<file path="src/rtl/regfile_pkg.sv">
// Shared register-file types and constants for readers, writeback and loader blocks.
// Latency: n/a (types only). Backpressure: n/a.
// Index arithmetic wraps modulo NUM_REGS, which must equal 2**ADDR_W.
package regfile_pkg;

    localparam int ADDR_W   = 4;
    localparam int DATA_W   = 32;
    localparam int NUM_REGS = 16;

    typedef logic [ADDR_W-1:0] idx_t;
    typedef logic [DATA_W-1:0] data_t;

    typedef enum logic [1:0] {
        IDLE = 2'd0,
        READ = 2'd1,
        SEND = 2'd2,
        DONE = 2'd3
    } state_t;

    function automatic idx_t next_idx(input idx_t i);
        return idx_t'((32'(i) + 32'd1) % NUM_REGS);
    endfunction

endpackage

</file>
<file path="src/rtl/regfile_dump_reader_if.sv">
// Valid/ready stream of dumped register words, each tagged with its index and a last flag.
// Latency: n/a (wires only). Backpressure: master holds the word while out_valid & !out_ready.
// Master is the dump reader; slave is the trace buffer or memory writer.
interface regfile_dump_reader_if;
    import regfile_pkg::*;

    logic  out_valid;
    logic  out_ready;
    data_t out_data;
    idx_t  out_idx;
    logic  out_last;

    modport master (output out_valid, output out_data, output out_idx, output out_last,
                    input  out_ready);
    modport slave  (input  out_valid, input  out_data, input  out_idx, input  out_last,
                    output out_ready);

endinterface

</file>
<file path="src/rtl/regfile_dump_reader.sv">
// Walks the register-file read-select over an inclusive (wrapping) range and streams each word out.
// Latency: word k valid 2+2k cycles after start is accepted; 1 word per 2 cycles at full rate.
// Backpressure: the captured word is held stable in SEND until out_ready; abort drops it.
module regfile_dump_reader
    import regfile_pkg::*;
(
    input  logic                  clk,
    input  logic                  reset,
    input  logic                  start,
    input  idx_t                  first_idx,
    input  idx_t                  last_idx,
    input  logic                  abort,
    output idx_t                  rd_sel,
    input  data_t                 rd_data,
    regfile_dump_reader_if.master out_if,
    output logic                  busy,
    output logic                  done
);

    state_t state_q, state_d;
    idx_t   cur_q, cur_d;
    idx_t   lst_q, lst_d;
    data_t  data_q, data_d;
    idx_t   oidx_q, oidx_d;
    logic   olast_q, olast_d;

    always_ff @(posedge clk) begin
        if (reset) begin
            state_q <= IDLE;
            cur_q   <= '0;
            lst_q   <= '0;
            data_q  <= '0;
            oidx_q  <= '0;
            olast_q <= 1'b0;
        end else begin
            state_q <= state_d;
            cur_q   <= cur_d;
            lst_q   <= lst_d;
            data_q  <= data_d;
            oidx_q  <= oidx_d;
            olast_q <= olast_d;
        end
    end

    always_comb begin
        state_d = state_q;
        cur_d   = cur_q;
        lst_d   = lst_q;
        data_d  = data_q;
        oidx_d  = oidx_q;
        olast_d = olast_q;
        case (state_q)
            IDLE: begin
                if (start && !abort) begin
                    cur_d   = first_idx;
                    lst_d   = last_idx;
                    state_d = READ;
                end
            end
            READ: begin
                if (abort) begin
                    state_d = IDLE;
                end else begin
                    data_d  = rd_data;
                    oidx_d  = cur_q;
                    olast_d = (cur_q == lst_q);
                    state_d = SEND;
                end
            end
            SEND: begin
                // abort beats a same-cycle handshake: that word is treated as undelivered
                if (abort) begin
                    state_d = IDLE;
                end else if (out_if.out_ready) begin
                    if (olast_q) begin
                        state_d = DONE;
                    end else begin
                        cur_d   = next_idx(cur_q);
                        state_d = READ;
                    end
                end
            end
            DONE:    state_d = IDLE;
            default: state_d = IDLE;
        endcase
    end

    assign rd_sel           = cur_q;
    assign out_if.out_valid = (state_q == SEND);
    assign out_if.out_data  = data_q;
    assign out_if.out_idx   = oidx_q;
    assign out_if.out_last  = olast_q;
    assign busy             = (state_q == READ) || (state_q == SEND);
    assign done             = (state_q == DONE);

endmodule

</file>
<file path="src/flat_wrapper.sv">
// flat-port wrapper written by rule: the top's interface ports become plain ports
module regfile_dump_reader_flat import regfile_pkg::*;
  (clk, reset, start, first_idx, last_idx, abort, rd_sel, rd_data, busy, done, out_if_out_valid, out_if_out_data, out_if_out_idx, out_if_out_last, out_if_out_ready);
  regfile_dump_reader_if out_if_i ();
  input  logic clk;
  input  logic reset;
  input  logic start;
  input  idx_t first_idx;
  input  idx_t last_idx;
  input  logic abort;
  output idx_t rd_sel;
  input  data_t rd_data;
  output logic busy;
  output logic done;
  output wire logic [$bits(out_if_i.out_valid)-1:0] out_if_out_valid;
  output wire logic [$bits(out_if_i.out_data)-1:0] out_if_out_data;
  output wire logic [$bits(out_if_i.out_idx)-1:0] out_if_out_idx;
  output wire logic [$bits(out_if_i.out_last)-1:0] out_if_out_last;
  input wire logic [$bits(out_if_i.out_ready)-1:0] out_if_out_ready;
  assign out_if_out_valid = out_if_i.out_valid;
  assign out_if_out_data = out_if_i.out_data;
  assign out_if_out_idx = out_if_i.out_idx;
  assign out_if_out_last = out_if_i.out_last;
  assign out_if_i.out_ready = out_if_out_ready;
  regfile_dump_reader u_core (.clk(clk), .reset(reset), .start(start), .first_idx(first_idx), .last_idx(last_idx), .abort(abort), .rd_sel(rd_sel), .rd_data(rd_data), .out_if(out_if_i), .busy(busy), .done(done));
endmodule
</file>
<file path="config.mk">
export PLATFORM = sky130hd
export DESIGN_NAME = regfile_dump_reader_flat
export DESIGN_NICKNAME = d
export VERILOG_FILES = /design/src/rtl/regfile_pkg.sv /design/src/rtl/regfile_dump_reader_if.sv /design/src/rtl/regfile_dump_reader.sv /design/src/flat_wrapper.sv
export SDC_FILE = /design/constraint.sdc
export NUM_CORES = 1
export LEC_CHECK = 0
export ABC_AREA = 1
export ABC_CLOCK_PERIOD_IN_PS = 3420
export CORE_UTILIZATION = 35
export DETAILED_ROUTE_END_ITERATION = 16
export DONT_BUFFER_PORTS = 1
export PLACE_DENSITY = 0.5
export SYNTH_ARGS = -nofsm -noshare
export SYNTH_HDL_FRONTEND = slang
export SYNTH_SLANG_ARGS = --single-unit
</file>
<file path="constraint.sdc">
create_clock -name clk -period 3.42 [get_ports clk]
set_input_delay 0.513 -clock clk [delete_from_list [all_inputs] [get_ports clk]]
set_output_delay 0.513 -clock clk [all_outputs]
set_load 0.005 [all_outputs]
</file>
Word level (Yosys, flattened, before mapping)
Cells that the tools add are included.
{"block": "word_totals", "reg_bits": 47, "inputBits": 45, "out_inout_bits": 44, "word_cells": 37}
{"block": "op_classes", "n_addsub": 1, "eq_ne": 9, "muxes": 11, "bitwise_logic": 1, "n_reduce_logical": 9}
{"cell": "$mux 4", "n": 4}
{"cell": "$mux 2", "n": 5}
{"cell": "$pmux 2 s4", "n": 1}
{"cell": "$pmux 4 s2", "n": 1}
{"cell": "$reduce_and 2->1", "n": 3}
{"cell": "$reduce_and 5->1", "n": 1}
{"cell": "$add 4x1->4 const B", "n": 1}
{"cell": "$eq 2x2->1 const B", "n": 2}
{"cell": "$eq 4x4->1", "n": 1}
{"cell": "$ne 2x1->1 const B", "n": 2}
{"cell": "$ne 2x2->1 const B", "n": 2}
{"cell": "$ne 3x2->1 const B", "n": 1}
{"cell": "$eq 2x1->1 const B", "n": 1}
{"cell": "$logic_not 2->1", "n": 1}
{"cell": "$reduce_bool 2->1", "n": 1}
{"cell": "$logic_and 1x1->1", "n": 1}
{"cell": "$logic_not 1->1", "n": 1}
{"cell": "$logic_or 1x1->1", "n": 1}
{"cell": "$not 1->1", "n": 1}

Longest topological paths before layout
{"block": "logic_depth", "ltp_word": 5, "ltp_mapped": 9, "ltp_nobuf": 9}

Worst setup path before layout
OpenSTA, ideal clock, no wires.
{"block": "synth_path", "path_kind": "register to register", "startpoint": "register u_core.state_q[0]", "endpoint": "register u_core.cur_q[2], in the netlist u_core.rd_sel[2]", "setup_ns": 0.070, "arrival_time_ns": 1.195, "t_required_ns": 3.350, "setup_slack_ns": 2.155, "path_stages_with_launch": 10, "path_buffers": 0, "period_less_slack_ns": 1.265, "cell_sequence": "dfxtp_1 > inv_1 > ha_1 > nand2_1 > inv_1 > nor2_2 > nand3_2 > inv_2 > nand2_1 > a21oi_1"}
{"block": "synth_via", "elab_chain_cells": 3, "elab_cells_between_ends": 9, "cone_classes": "eq/ne (5); mux (1); reduce/logical (3)"}
{"item": "from (decl)", "line": "regfile_dump_reader.sv:20", "rtl": "state_t state_q, state_d;"}
{"item": "from (signal assigned)", "line": "regfile_dump_reader.sv:36", "rtl": "state_q <= state_d;"}
{"item": "$eq 2x2->1 or $logic_not 2->1 (tied branches)", "line": "regfile_dump_reader.sv:52", "rtl": "case (state_q)"}
{"item": "$ne 2x2->1 (no line), or another cell as far along"}
{"item": "$reduce_and 5->1 (no line)"}
{"item": "to (signal assigned)", "line": "regfile_dump_reader.sv:37", "rtl": "cur_q <= cur_d;"}
{"item": "to (decl)", "line": "regfile_dump_reader.sv:21", "rtl": "idx_t cur_q, cur_d;"}
Several ways; a longest one is shown, not always the timed one.
A chain may end at the register's enable or synchronous reset.

Worst setup path in the final report
{"block": "layout_path", "startpoint": "register u_core.state_q[1]", "endpoint": "register u_core.oidx_q[3], in the netlist u_core.out_if.out_idx[3]"}
{"block": "layout_via", "elab_chain_cells": 2}
{"item": "$eq 2x1->1", "line": "regfile_dump_reader.sv:52"}
{"item": "$reduce_and 2->1 (no line)"}
{"item": "to (signal assigned)", "line": "regfile_dump_reader.sv:40", "rtl": "oidx_q <= oidx_d;"}
{"item": "to (decl)", "line": "regfile_dump_reader.sv:24", "rtl": "idx_t oidx_q, oidx_d;"}
Every way passes these cells.

==> impl_metrics.toml <==
[outcome]
outcome = "complete, no violations"

[detailed_routing]
drtIter0Drc = 71
wirelength_mm = 4.199
drcViolationCount = 0
ant_nets = 0
via_count = 1531
dr.pass1.iters = 4
via_per_inst = 4.845
wl_per_cell_um = 13.29

[logic_synthesis]
synth_ff_type = "dfxtp_1"
synthAdderAreaFrac = 0.03981
synth_edf_count = 0
synth-seq-cells = 47
synth_top_area_frac = 0.4990
syn_area_per_cell_um2 = 7.573
synth_xor_area_frac = 0.01393
ys_seq_area_frac = 0.4990
yosysWarnings = 0
synthArstFlopShare = 0
syn_inst = 249
synthTopCellsByCount = "69 x nor2_1, 47 x dfxtp_1, 35 x o21ai_0"
synth_top_area_cell = "dfxtp_1"
syn-cell-area_um2 = 1886
yosysMostFrequentCell = "nor2_1"
synth_compound_area_frac = 0.1579
synthMuxAreaShare = 0.005309
synth_top_family_by_area = "simple AND/OR/NAND/NOR gates"
synth_cell_types = 22
synth_area_leaders = "dfxtp_1 50%, nor2_1 14%, o21ai_0 9.3%"
synth_nets = 300
yosys.area_share.simple = 0.2196

[clocking]
cts-root-buf = "clkbuf_8"
post_cts_buffers = 0
ctsHoldBuffers = 0
clock_sinks = 47
numCtsBuffers = 5
h-tree-depth = 2
path_clk_slew_ps = 90
clockBufferDepth = 2
clkLatencyLatePin_ps = 290
cts_resized = 0
cts_tree = "built"

[sta]
skew_ps = 7.724
slew_headroom = 0.5510
whs_ps = 276.3
fmax_mhz = 496.6
rsz0062_at_grt = "no"
tightestPinTransition_ps = 672.5
tns_ps = 0
finalHoldViolCount = 0
slew_viol_final = 0
min_period_ps = 2014
finalCritPeriodShare = 0.5888
setup_viol = 0

[layout]
nets = 296
drive_above_1_share = 0.05691
syn_to_final_growth_pct = 7.100
diodes = 0

[worst_setup_path]
endpoint_kind = "register"
crit_arrival_ps = 2180
reg2reg_to = "u_core.out_if.out_idx[3]$_SDFFE_PP0P_"
crit_chain = "inv_1 > ha_1 > nand2_2 > inv_2 > o21ai_0 > a21oi_1"
r2r_cells = 6
crit_required_ps = 3580
slowest_delay_ps = 430
crit_type = "reg -> reg"
worst-r2r-setup-slack_ps = 1410
cp-start-kind = "register"
critPathMaxFanout = 41
critPathSlowestCell = "inv_2"
r2r_start = "u_core.state_q[1]$_SDFFE_PP0P_"

[floorplan]
die_h_um = 75.40
rows = 26
start_util = 0.3668
die-area_um2 = 5685
die_w_um = 75.40
pin_count = 89
coreArea_um2 = 5140

[hold_path]
hold_end = "u_core.rd_sel[3]$_SDFFE_PP0P_"
min_path_cells = 1
hp-start = "reset"
min_path_type = "in -> reg"

[pwr]
total_power_w = 0.001184
p_leak_nw = 0.8014
vdd_drop_max_mv = 0.2020
powerDensity_nw_per_um2 = 586.4

[place]
io_buffers = 0
routabilityCongestion = 0.7996
hpwl_mm = 2.893

[flow_run]
drv_cap = 0

[global_routing]
grt_max_degree = 44
grt_pass1_vias = 1430
antenna_found_initial = 0
grt_pass1_wl_mm = 6.465
grt_usage = 0.1507
grt_remaining_overflow = 0
sequential cells by signal (all words and copies together), names as in the netlist:
register and count:
u_core.state_q 2, u_core.out_if.out_data 32, u_core.out_if.out_idx 4, u_core.lst_q 4, u_core.rd_sel 4, u_core.out_if.out_last 1
worst max-delay path: cells and delay by family, from the launching register on:
family	cells	cell delay, ps
flip-flops	1	400
buffers and inverters	2	510
adder cells (fa/ha/maj)	1	190
AO/OA/AOI/OAI	2	340
AND/OR/NAND/NOR	1	420
layer usage:
metal	routed length [um]	up-vias	global-route usage
li1	-	792	-
met1	1792	673	0.1737
met2	1894	61	0.2470
met3	469	5	0.07143
met4	44	0	0.04938
met5	0	-	0
where the power goes:
| group | internal, W | leakage [nW] | switching [W] |
|---|---|---|---|
| Sequential | 0.000604 | 0.384 | 0.0000526 |
| Clock | 0.000185 | 0.0515 | 0.000175 |
| Combinational | 0.0000635 | 0.366 | 0.000105 |
| Total | 0.000852 | 0.801 | 0.000332 |
cells in the final DEF (no fill, tap or decap):
cell type,netlist,routed
a21oi_1,14,14
clkbuf_1,3,1
clkbuf_8,0,7
dfxtp_1,47,47
ha_1,6,6
inv_1,14,14
inv_2,4,4
mux2i_1,1,1
nand2_1,23,23
nand2_2,1,1
nand3_1,7,7
nand3_2,1,1
nand4_1,1,1
nor2_1,69,69
nor2_2,1,1
nor3_1,1,1
o211ai_1,1,1
o21ai_0,35,35
o21ai_1,9,9
xnor2_1,3,3
worst max-delay path by stage:
stage | from | endpoint | depth (start not counted)
finish | u_core.state_q[1]$_SDFFE_PP0P_ | u_core.out_if.out_idx[3]$_SDFFE_PP0P_ | 6
global route | u_core.state_q[1]$_SDFFE_PP0P_ | u_core.out_if.out_idx[3]$_SDFFE_PP0P_ | 6
CTS | u_core.state_q[1]$_SDFFE_PP0P_ | u_core.out_if.out_idx[3]$_SDFFE_PP0P_ | 6
detailed placement | u_core.state_q[1]$_SDFFE_PP0P_ | u_core.out_if.out_idx[3]$_SDFFE_PP0P_ | 6
global placement | u_core.state_q[1]$_SDFFE_PP0P_ | u_core.out_if.out_idx[3]$_SDFFE_PP0P_ | 6
floorplan | u_core.state_q[0]$_SDFFE_PP0P_ | u_core.rd_sel[2]$_SDFFE_PP0P_ | 9
cell type report:
| cell class | instances | area, um^2 |
|---|---|---|
| inverter | 18 | 67.56 |
| tap | 70 | 87.58 |
| multi-input combinational | 173 | 823.3 |
| clock buffer | 8 | 100.1 |
| sequential | 47 | 940.9 |
| fill | 599 | 3120 |
through the flow:
step	instance area (um^2)	util	worst slack, ps	cells
finish	2019	0.3929	1406	316
global route	2019	0.3929	1100	316
CTS	2019	0.3929	1334	316
detailed placement	1919	0.3734	1364	308
global placement	1919	0.3734	1402	308
floorplan	1886	-	2155	249
cells by family after synthesis:
logic type               Yosys count
XOR/XNOR                           3
multiplexers                       1
flip-flops                        47
AO/OA/AOI/OAI                     59
AND/OR/NAND/NOR                  104
buffers and inverters             29
adder cells (fa/ha/maj)            6
Note: power is estimated with default switching activity, not from simulation.
